### src/rtl/alu_mc_pkg.sv
// alu_mc_pkg: shared definitions for the multi-cycle ALU.
//   alu_op_t    - 4-bit opcode; encodings 9..15 are undefined ops
//   alu_state_t - control FSM states
package alu_mc_pkg;

  typedef enum logic [3:0] {
    aluADD = 4'd0,
    aluSUB = 4'd1,
    aluSL  = 4'd2,
    aluSR  = 4'd3,
    aluXOR = 4'd4,
    aluAND = 4'd5,
    aluBE  = 4'd6,
    aluBNE = 4'd7,
    aluMUL = 4'd8
  } alu_op_t;

  typedef enum logic [1:0] {
    IDLE  = 2'd0,
    SHIFT = 2'd1,
    MUL   = 2'd2,
    DONE  = 2'd3
  } alu_state_t;

endpackage

### src/rtl/alu_mul_iter.sv
// alu_mul_iter: radix-2 shift-and-add multiplier, one multiplier bit per clock.
//   clk, rst_n  clock / async active-low reset
//   i_start     load operands and begin (WIDTH iterations follow)
//   i_a, i_b    multiplicand / multiplier
//   o_done      high during the last iteration clock
//   o_prod      accumulator value after the current iteration (valid with o_done)
module alu_mul_iter #(
  parameter int WIDTH = 8
) (
  input  logic               clk,
  input  logic               rst_n,
  input  logic               i_start,
  input  logic [WIDTH-1:0]   i_a,
  input  logic [WIDTH-1:0]   i_b,
  output logic               o_done,
  output logic [2*WIDTH-1:0] o_prod
);

  localparam int CW = $clog2(WIDTH + 1);

  logic [2*WIDTH-1:0] r_acc;
  logic [2*WIDTH-1:0] r_mcand;
  logic [WIDTH-1:0]   r_mplr;
  logic [CW-1:0]      r_cnt;
  logic               r_busy;
  logic [2*WIDTH-1:0] w_acc_nxt;

  assign w_acc_nxt = r_acc + (r_mplr[0] ? r_mcand : '0);
  // The product is handed out combinationally on the final iteration so the
  // caller can register it on the same edge it leaves its MUL state.
  assign o_done = r_busy && (r_cnt == CW'(1));
  assign o_prod = w_acc_nxt;

  always_ff @(posedge clk or negedge rst_n) begin
    if (!rst_n) begin
      r_acc   <= '0;
      r_mcand <= '0;
      r_mplr  <= '0;
      r_cnt   <= '0;
      r_busy  <= 1'b0;
    end else if (i_start) begin
      r_acc   <= '0;
      r_mcand <= {{WIDTH{1'b0}}, i_a};
      r_mplr  <= i_b;
      r_cnt   <= CW'(WIDTH);
      r_busy  <= 1'b1;
    end else if (r_busy) begin
      r_acc   <= w_acc_nxt;
      r_mcand <= {r_mcand[2*WIDTH-2:0], 1'b0};
      r_mplr  <= {1'b0, r_mplr[WIDTH-1:1]};
      r_cnt   <= r_cnt - CW'(1);
      if (r_cnt == CW'(1)) r_busy <= 1'b0;
    end
  end

endmodule

### src/rtl/alu_mc.sv
// alu_mc: multi-cycle ALU with valid/ready handshake.
//   clk, rst_n           clock / async active-low reset
//   in_valid, in_ready   operand handshake (in_ready = IDLE)
//   op, in_a, in_b       opcode and unsigned operands, captured on accept
//   out_valid, out_ready result handshake (out_valid = DONE)
//   rslt, rslt_hi        result; rslt_hi is the MUL high half, else 0
//   z, c                 compare flag (BE/BNE) / carry-borrow (ADD/SUB)
//
// state | meaning
// IDLE  | waiting for an operand handshake
// SHIFT | shifting working register one bit per clock
// MUL   | multiplier sub-module iterating
// DONE  | result valid, held until out_ready
module alu_mc
  import alu_mc_pkg::*;
#(
  parameter int WIDTH = 8,
  parameter int SHW   = $clog2(WIDTH)
) (
  input  logic             clk,
  input  logic             rst_n,
  input  logic             in_valid,
  output logic             in_ready,
  input  alu_op_t          op,
  input  logic [WIDTH-1:0] in_a,
  input  logic [WIDTH-1:0] in_b,
  output logic             out_valid,
  input  logic             out_ready,
  output logic [WIDTH-1:0] rslt,
  output logic [WIDTH-1:0] rslt_hi,
  output logic             z,
  output logic             c
);

  localparam logic [WIDTH-1:0] LP_WVAL = WIDTH'(WIDTH);

  alu_state_t         r_state, w_state_nxt;
  alu_op_t            r_op;
  logic [WIDTH-1:0]   r_work;
  logic [SHW-1:0]     r_cnt;
  logic [WIDTH-1:0]   r_rslt, r_rslt_hi;
  logic               r_z, r_c;

  logic               w_accept;
  logic               w_shift_iter;
  logic               w_mul_start;
  logic               w_mul_done;
  logic [2*WIDTH-1:0] w_prod;
  logic [WIDTH-1:0]   w_shift_nxt;
  logic [WIDTH-1:0]   w_rslt;
  logic               w_z, w_c;

  assign w_accept     = in_valid && (r_state == IDLE);
  assign w_shift_iter = ((op == aluSL) || (op == aluSR)) &&
                        (in_b != '0) && (in_b < LP_WVAL);
  assign w_mul_start  = w_accept && (op == aluMUL);
  assign w_shift_nxt  = (r_op == aluSL) ? {r_work[WIDTH-2:0], 1'b0}
                                        : {1'b0, r_work[WIDTH-1:1]};

  alu_mul_iter #(.WIDTH(WIDTH)) u_mul (
    .clk     (clk),
    .rst_n   (rst_n),
    .i_start (w_mul_start),
    .i_a     (in_a),
    .i_b     (in_b),
    .o_done  (w_mul_done),
    .o_prod  (w_prod)
  );

  // Results for ops that finish on the accept edge. Shifts only land here
  // with a zero amount (pass-through) or an out-of-range amount (zero).
  always_comb begin
    w_rslt = '0;
    w_z    = 1'b0;
    w_c    = 1'b0;
    case (op)
      aluADD:        {w_c, w_rslt} = {1'b0, in_a} + {1'b0, in_b};
      aluSUB: begin
        w_rslt = in_a - in_b;
        w_c    = (in_a < in_b);
      end
      aluSL, aluSR:  w_rslt = (in_b == '0) ? in_a : '0;
      aluXOR:        w_rslt = in_a ^ in_b;
      aluAND:        w_rslt = in_a & in_b;
      aluBE:         w_z    = (in_a == in_b);
      aluBNE:        w_z    = (in_a != in_b);
      aluMUL:        w_rslt = '0;
      default:       w_rslt = '1;
    endcase
  end

  always_ff @(posedge clk or negedge rst_n) begin
    if (!rst_n) r_state <= IDLE;
    else        r_state <= w_state_nxt;
  end

  always_comb begin
    w_state_nxt = r_state;
    case (r_state)
      IDLE: begin
        if (w_accept) begin
          if (op == aluMUL)  w_state_nxt = MUL;
          else if (w_shift_iter) w_state_nxt = SHIFT;
          else               w_state_nxt = DONE;
        end
      end
      SHIFT:   if (r_cnt == SHW'(1)) w_state_nxt = DONE;
      MUL:     if (w_mul_done)       w_state_nxt = DONE;
      DONE:    if (out_ready)        w_state_nxt = IDLE;
      default: w_state_nxt = IDLE;
    endcase
  end

  always_ff @(posedge clk or negedge rst_n) begin
    if (!rst_n) begin
      r_op      <= aluADD;
      r_work    <= '0;
      r_cnt     <= '0;
      r_rslt    <= '0;
      r_rslt_hi <= '0;
      r_z       <= 1'b0;
      r_c       <= 1'b0;
    end else begin
      case (r_state)
        IDLE: begin
          if (w_accept) begin
            r_op   <= op;
            r_work <= in_a;
            r_cnt  <= in_b[SHW-1:0];
            if (!w_shift_iter && (op != aluMUL)) begin
              r_rslt    <= w_rslt;
              r_rslt_hi <= '0;
              r_z       <= w_z;
              r_c       <= w_c;
            end
          end
        end
        SHIFT: begin
          r_work <= w_shift_nxt;
          r_cnt  <= r_cnt - SHW'(1);
          if (r_cnt == SHW'(1)) begin
            r_rslt    <= w_shift_nxt;
            r_rslt_hi <= '0;
            r_z       <= 1'b0;
            r_c       <= 1'b0;
          end
        end
        MUL: begin
          if (w_mul_done) begin
            {r_rslt_hi, r_rslt} <= w_prod;
            r_z <= 1'b0;
            r_c <= 1'b0;
          end
        end
        default: ;
      endcase
    end
  end

  assign in_ready  = (r_state == IDLE);
  assign out_valid = (r_state == DONE);
  assign rslt      = r_rslt;
  assign rslt_hi   = r_rslt_hi;
  assign z         = r_z;
  assign c         = r_c;

endmodule

### config.mk
export PLATFORM = sky130hd
export DESIGN_NAME = alu_mc
export DESIGN_NICKNAME = d
export VERILOG_FILES = /design/src/rtl/alu_mc_pkg.sv /design/src/rtl/alu_mul_iter.sv /design/src/rtl/alu_mc.sv
export SDC_FILE = /design/constraint.sdc
export NUM_CORES = 1
export LEC_CHECK = 0
export ABC_CLOCK_PERIOD_IN_PS = 3000
export CAP_MARGIN = 20
export CORE_MARGIN = 2
export CORE_UTILIZATION = 50
export DETAILED_ROUTE_END_ITERATION = 8
export PLACE_DENSITY_LB_ADDON = 0.3
export SYNTH_ARGS = -nofsm -noshare
export SYNTH_HDL_FRONTEND = slang
export SYNTH_SLANG_ARGS = --single-unit
### constraint.sdc
create_clock -name clk -period 3 [get_ports clk]
set_input_delay 0.6 -clock clk [delete_from_list [all_inputs] [get_ports clk]]
set_output_delay 0.6 -clock clk [all_outputs]
set_load 0.01 [all_outputs]
## Yosys cells after proc, flatten, opt, wreduce, memory -nomap -nowiden

Cells that the tools add are included.

| cells by class | value |
|---|---|
| add/subtract/negate cells | 5 |
| order comparisons | 2 |
| equal/unequal tests | 22 |
| muxes and demuxes | 46 |
| bitwise operators | 2 |
| reduce and logical (&&, ||, !) cells | 21 |

Operator list:

| operator | number |
|---|---|
| two-way mux 8 bit | 13 |
| two-way mux 16 bit | 5 |
| case mux 8 bit (3 select lines) | 2 |
| case mux 8 bit (6 select lines) | 1 |
| adder 16 bit | 1 |
| equality test 4 x 3 -> 1 bit (second input constant) | 4 |
| case mux 8 bit (2 select lines) | 1 |
| equality test 4 x 2 -> 1 bit (second input constant) | 3 |
| two-way mux 2 bit | 6 |
| adder 8 x 8 -> 9 bit | 1 |
| two-way mux 1 bit | 9 |
| AND 8 bit | 1 |
| equality test 4 x 1 -> 1 bit (second input constant) | 2 |
| equality test 8 bit | 1 |
| logical NOT 8 bit | 1 |
| less-than comparator 8 x 4 -> 1 bit (second input constant) | 1 |
| less-than comparator 8 bit | 1 |
| two-way mux 4 bit | 2 |
| inequality test 2 x 1 -> 1 bit (second input constant) | 4 |
| inequality test 8 bit | 1 |
| case mux 2 bit (4 select lines) | 1 |
| nonzero test 8 bit | 1 |
| subtractor 8 bit | 1 |
| bitwise XOR 8 bit | 1 |
| 24 further kinds | 34 |

| storage, ports and cells | value |
|---|---|
| bits in registers | 80 |
| input bits | 24 |
| output and inout bits | 20 |
| logic and storage cells | 111 |

## Logic depth before layout (Yosys ltp)

| logic depth | value |
|---|---|
| word-level depth | 9 |
| mapped depth | 10 |
| mapped depth without buffers | 10 |

## Modules after synthesis

Synthesis repeated with hierarchy kept, for this count alone.

| second synthesis, totals | value |
|---|---|
| cells, all modules | 663 |
| area, all modules | 5840.6 um^2 |

By module, submodules not included:

| module | times used | cells an instance | area each (um^2) | seq. area each (um^2) |
|---|---|---|---|---|
| alu_mul_iter | 1 | 320 | 2972.9 | 1126.1 |
| alu_mc | 1 | 343 | 2867.8 | 875.8 |

## Worst setup path after synthesis

OpenSTA, ideal clock, no wires.

| timing path | value |
|---|---|
| path kind | flip-flop to flip-flop |
| from | register u_mul.r_mplr[0] |
| to | register u_mul.r_acc[14] |
| library setup time | 0.135 ns |
| arrival time | 2.245 ns |
| required time | 2.865 ns |
| path slack | 0.621 ns |
| cell stages (with the launch flop) | 11 |
| buffers on the path | 1 |
| clock period less this slack | 2.379 ns |
| cells stage by stage | dfrtp_1 > clkbuf_1 > and2_1 > ha_1 > fa_1 > a21oi_1 > o211ai_1 > a211oi_1 > o31ai_1 > xnor2_1 > o22ai_1 |

| between the ends | value |
|---|---|
| word-level cells in the longest chain between the ends | 4 |

Ends and longest elaborated chain:

| what | line | RTL |
|---|---|---|
| start: declaration | alu_mul_iter.sv:23 | `logic [WIDTH-1:0] r_mplr;` |
| start signal: assignment | alu_mul_iter.sv:44 | `r_mplr <= i_b;` |
| start signal: assignment | alu_mul_iter.sv:50 | `r_mplr <= {1'b0, r_mplr[WIDTH-1:1]};` |
| two-way mux 16 bit | alu_mul_iter.sv:28 | `assign w_acc_nxt = r_acc + (r_mplr[0] ? r_mcand : '0);` |
| adder 16 bit | alu_mul_iter.sv:28 |  |
| two-way mux 16 bit | alu_mul_iter.sv:47 | `end else if (r_busy) begin` |
| two-way mux 16 bit | alu_mul_iter.sv:41 | `end else if (i_start) begin` |
| end signal: assignment | alu_mul_iter.sv:48 | `r_acc <= w_acc_nxt;` |
| end: declaration | alu_mul_iter.sv:21 | `logic [2*WIDTH-1:0] r_acc;` |

No other way between the ends. The select of a mux whose other input is x is not followed.
A chain may end at the register's enable or synchronous reset.

## Final worst setup path

| timing path | value |
|---|---|
| from | register u_mul.r_mplr[0] |
| to | register u_mul.r_acc[10] |

Same word-level chain as after synthesis.

==> qor.csv <==
metric;value;unit
status;completed;
Post-synth EDFFs;0;
synthesized area per cell;8.67;um^2
# diodes;0;
Sw Share;43.4;%
RSZ-0062 raised after global routing;no;
combinational power share;53.3;%
fmax;345;MHz
fraction of registers with async set/reset;100;%
Routed met1 length;6.92;mm
period utilization;96.7;%
number of distinct library cells after synthesis;62;
Power, Total;0.00561;W
Max Cap Viol;0;
Yosys warning count;0;
maximum VDD drop;0.611;mV
count of final setup violators;0;
worst slew pin tran;0.714;ns
critical path arrival;3.15;ns
top cell type's share of synthesized area;35.8;%
final hold vios;0;
area occupied by multi-input gates;3320;um^2
Mapped Area;5600;um^2
hold buffer count at CTS;0;
post-synth top area cell;dfrtp_1;
vias per std cell;5.95;
I/O pin count;44;
Port Buffers;43;
Core Area;10900;um^2
post-synthesis sequential area ratio;35.8;%
die height;110;um
Crit Path Max Fanout;17;
Sequential Power Share;33.4;%
share of layout cells above drive strength 1;11.8;%
post_cts resized;0;
Int Pwr;0.00318;W
Area Overhead vs Synth;19.1;%
die area;12100;um^2
Reg clk slew, reported paths;0.09;ns
clk root buf;clkbuf_8;
register area;2000;um^2
initial antenna violation count;0;
Num CTS Buffers;9;
GRT overflow;0;
DRT antenna net count;0;
WP data required;3.25;ns
Syn Nets;712;
Max Root-Sink Buffers;2;
CTS H-Tree Depth;3;
Setup crit start kind;flip-flop;
gpl congestion;0.860;
met2 routed WL;7.01;mm
DR DRC count;0;
Final nets;781;
DRT Pass-1 Iters;5;
fin area;6660;um^2
DR top layer;met4;
GRT Total Usage;26.3;%
HP Class;in2async;
Sink Count;80;
Post-Synthesis Cells;645;
vias in the first global route;4772;
final worst path period need;2.90;ns
nature of the critical path endpoint;flip-flop;
Fin Clk Skew;0.00727;ns
routed length per instance;17.6;um
postcts setup bufs;0;
routed vias;5113;
first-pass GRT wire length;24.2;mm
Primary FF master, synth;dfrtp_1;
Fillers;986;
final slew viol count;0;
cell family with the largest share of critical-path delay;compound AO/OA/AOI/OAI gates;
Lkg Pwr;2.97;nW
initial drt markers;411;
#FFs+latches synth;80;
cell area power density;842;nW/um^2
Psw;0.00244;W
CP peak stage delay;0.55;ns
met3 WL post-DR;979;um
Post-DP HPWL;11.6;mm
initial core utilization;51.4;%
Post-Place Cell Area;6480;um^2
slowest library cell on the worst path;dfrtp_1;
die width;110;um
relative slew slack;52.4;%
pin count of the biggest net entering global routing;53;
Synth area leaders;dfrtp_1 (36%), ha_1 (8.9%), mux2i_1 (5.5%), nand2_1 (5.3%), o21ai_0 (4.3%);
row cnt;38;
TritonCTS clock tree;built;
Clk Latency, worst-skew pair;0.37;ns
routed wire length;15.1;mm
CP Buf/Inv Count;0;
crit path cell chain;and2_1 -> ha_1 -> fa_1 -> a21oi_1 -> o211ai_1 -> a211oi_1 -> nor2_1 -> xnor2_1 -> o22ai_1;
crit path kind;reg2reg;
part of the power in the clock network;13.3;%
[registers in the layout (all words and copies together) (netlist names)]
| signal | flops |
|---|---|
| u_mul.r_mcand | 16 |
| z | 1 |
| u_mul.r_acc | 16 |
| r_state | 2 |
| r_op | 4 |
| u_mul.r_busy | 1 |
| r_work | 8 |
| rslt | 8 |
| u_mul.r_mplr | 8 |
| u_mul.r_cnt | 4 |
| r_cnt | 3 |
| c | 1 |
| rslt_hi | 8 |
[area by class of cell]
type / instances / share of cell area, %
Clock inverter: 7 / 0.864
Multi-Input combinational cell: 495 / 49.8
Timing Repair Buffer: 97 / 13.1
Inverter: 31 / 1.75
Clock buffer: 9 / 1.86
Tap cell: 140 / 2.63
Sequential cell: 80 / 30.1
[cell usage in the layout (no fill, tap or decap), types with 4 or more instances in the layout]
master	count
nand2b_1	8
nand3b_1	5
o21ai_0	48
ha_1	40
and2_1	17
dfrtp_1	79
mux2_2	4
nor2b_1	4
a21oi_1	38
xor2_1	7
nand4_1	6
o21bai_1	4
a211oi_1	6
nor2_1	52
a221oi_1	7
a21o_1	8
o22ai_1	4
o211ai_1	5
xnor2_1	12
buf_4	52
o21a_1	5
clkdlybuf4s50_1	42
mux2i_1	31
nor3_1	10
a22oi_1	6
nor3b_1	4
o31ai_1	7
a31oi_1	17
clkbuf_8	9
nand2_1	79
inv_1	31
nand3_1	10
[logic make-up after synthesis]
family / after synthesis / synth area share (%)
buffers and inverters: 70 / 5.10
AOI/OAI and AO/OA: 176 / 20.1
adders and majority gates: 43 / 10.0
and+or+nand+nor: 221 / 19.3
muxes: 36 / 6.75
DFF: 80 / 35.8
xor gates and xnor gates: 19 / 2.97
[worst reg2reg max path: stages, from the launching register on]
cell and delay (ns):
dfrtp_1 0.55, and2_1 0.23, ha_1 0.21, fa_1 0.43, a21oi_1 0.27, o211ai_1 0.20
a211oi_1 0.39, nor2_1 0.11, xnor2_1 0.27, o22ai_1 0.13
[routing by layer]
| metal | vias up | GRT usage [%] |
|---|---|---|
| li1 | 2456 | - |
| met1 | 2474 | 35.7 |
| met2 | 166 | 42.0 |
| met3 | 17 | 6.34 |
| met4 | 0 | 6.78 |
| met5 | - | 0 |
[metrics by stage]
step | hold WS (ns) | TNS (ns) | setup WS [ns] | utilization, % | std cells
after global routing | 0.204 | 0 | 0.00178 | 61.2 | 859
after detailed placement | 0.474 | -0.0741 | -0.0701 | 59.5 | 843
after floorplan | 0.304 | 0 | 0.621 | - | 645
after CTS | 0.184 | 0 | 0.195 | 61.2 | 859
final | 0.179 | 0 | 0.0984 | 61.2 | 859
after global placement | 0.461 | -0.00858 | -0.00858 | 59.5 | 843
[cells in the mapped netlist (5+ instances only)]
cell type	count
ha_1	40
nor2_1	53
a21o_1	8
o21ai_0	48
o31ai_1	7
o211ai_1	5
xor2_1	7
xnor2_1	12
a221oi_1	7
clkbuf_1	32
nor3_1	10
and2_1	17
nand2b_1	8
a211oi_1	6
mux2i_1	31
nand2_1	79
dfrtp_1	80
inv_1	31
nand3b_1	5
nand3_1	10
a21oi_1	38
a31oi_1	17
o21a_1	5
a22oi_1	6
nand4_1	6
[power groups by stage]
stage	registers (W)	logic (W)	clock network [W]
4_1_cts	0.00187	0.00297	0.000766
3_3_place_gp	0.00186	0.00288	0
5_1_grt	0.00193	0.00329	0.000809
3_5_place_dp	0.00188	0.00297	0
6_report	0.00188	0.00299	0.000747
2_1_floorplan	0.00182	0.00203	0
[worst paths after layout]
kind | slack, ns | to | depth (start not counted) | start
hold reg to reg | 0.49 | rslt[5]$_DFFE_PN0P_ | 2 | rslt[5]$_DFFE_PN0P_
hold / removal | 0.18 | u_mul.r_mcand[10]$_DFFE_PN0P_ | 1 | rst_n
setup reg to reg | 0.1 | u_mul.r_acc[10]$_DFFE_PN0P_ | 9 | u_mul.r_mplr[0]$_DFFE_PN0P_
setup / recovery | 0.1 | u_mul.r_acc[10]$_DFFE_PN0P_ | 9 | u_mul.r_mplr[0]$_DFFE_PN0P_
min in group clk | 0.49 | rslt[5]$_DFFE_PN0P_ | 2 | rslt[5]$_DFFE_PN0P_
max in group asynchronous | 2.23 | u_mul.r_mcand[3]$_DFFE_PN0P_ | 2 | rst_n
(Power assumes the default switching activity.)
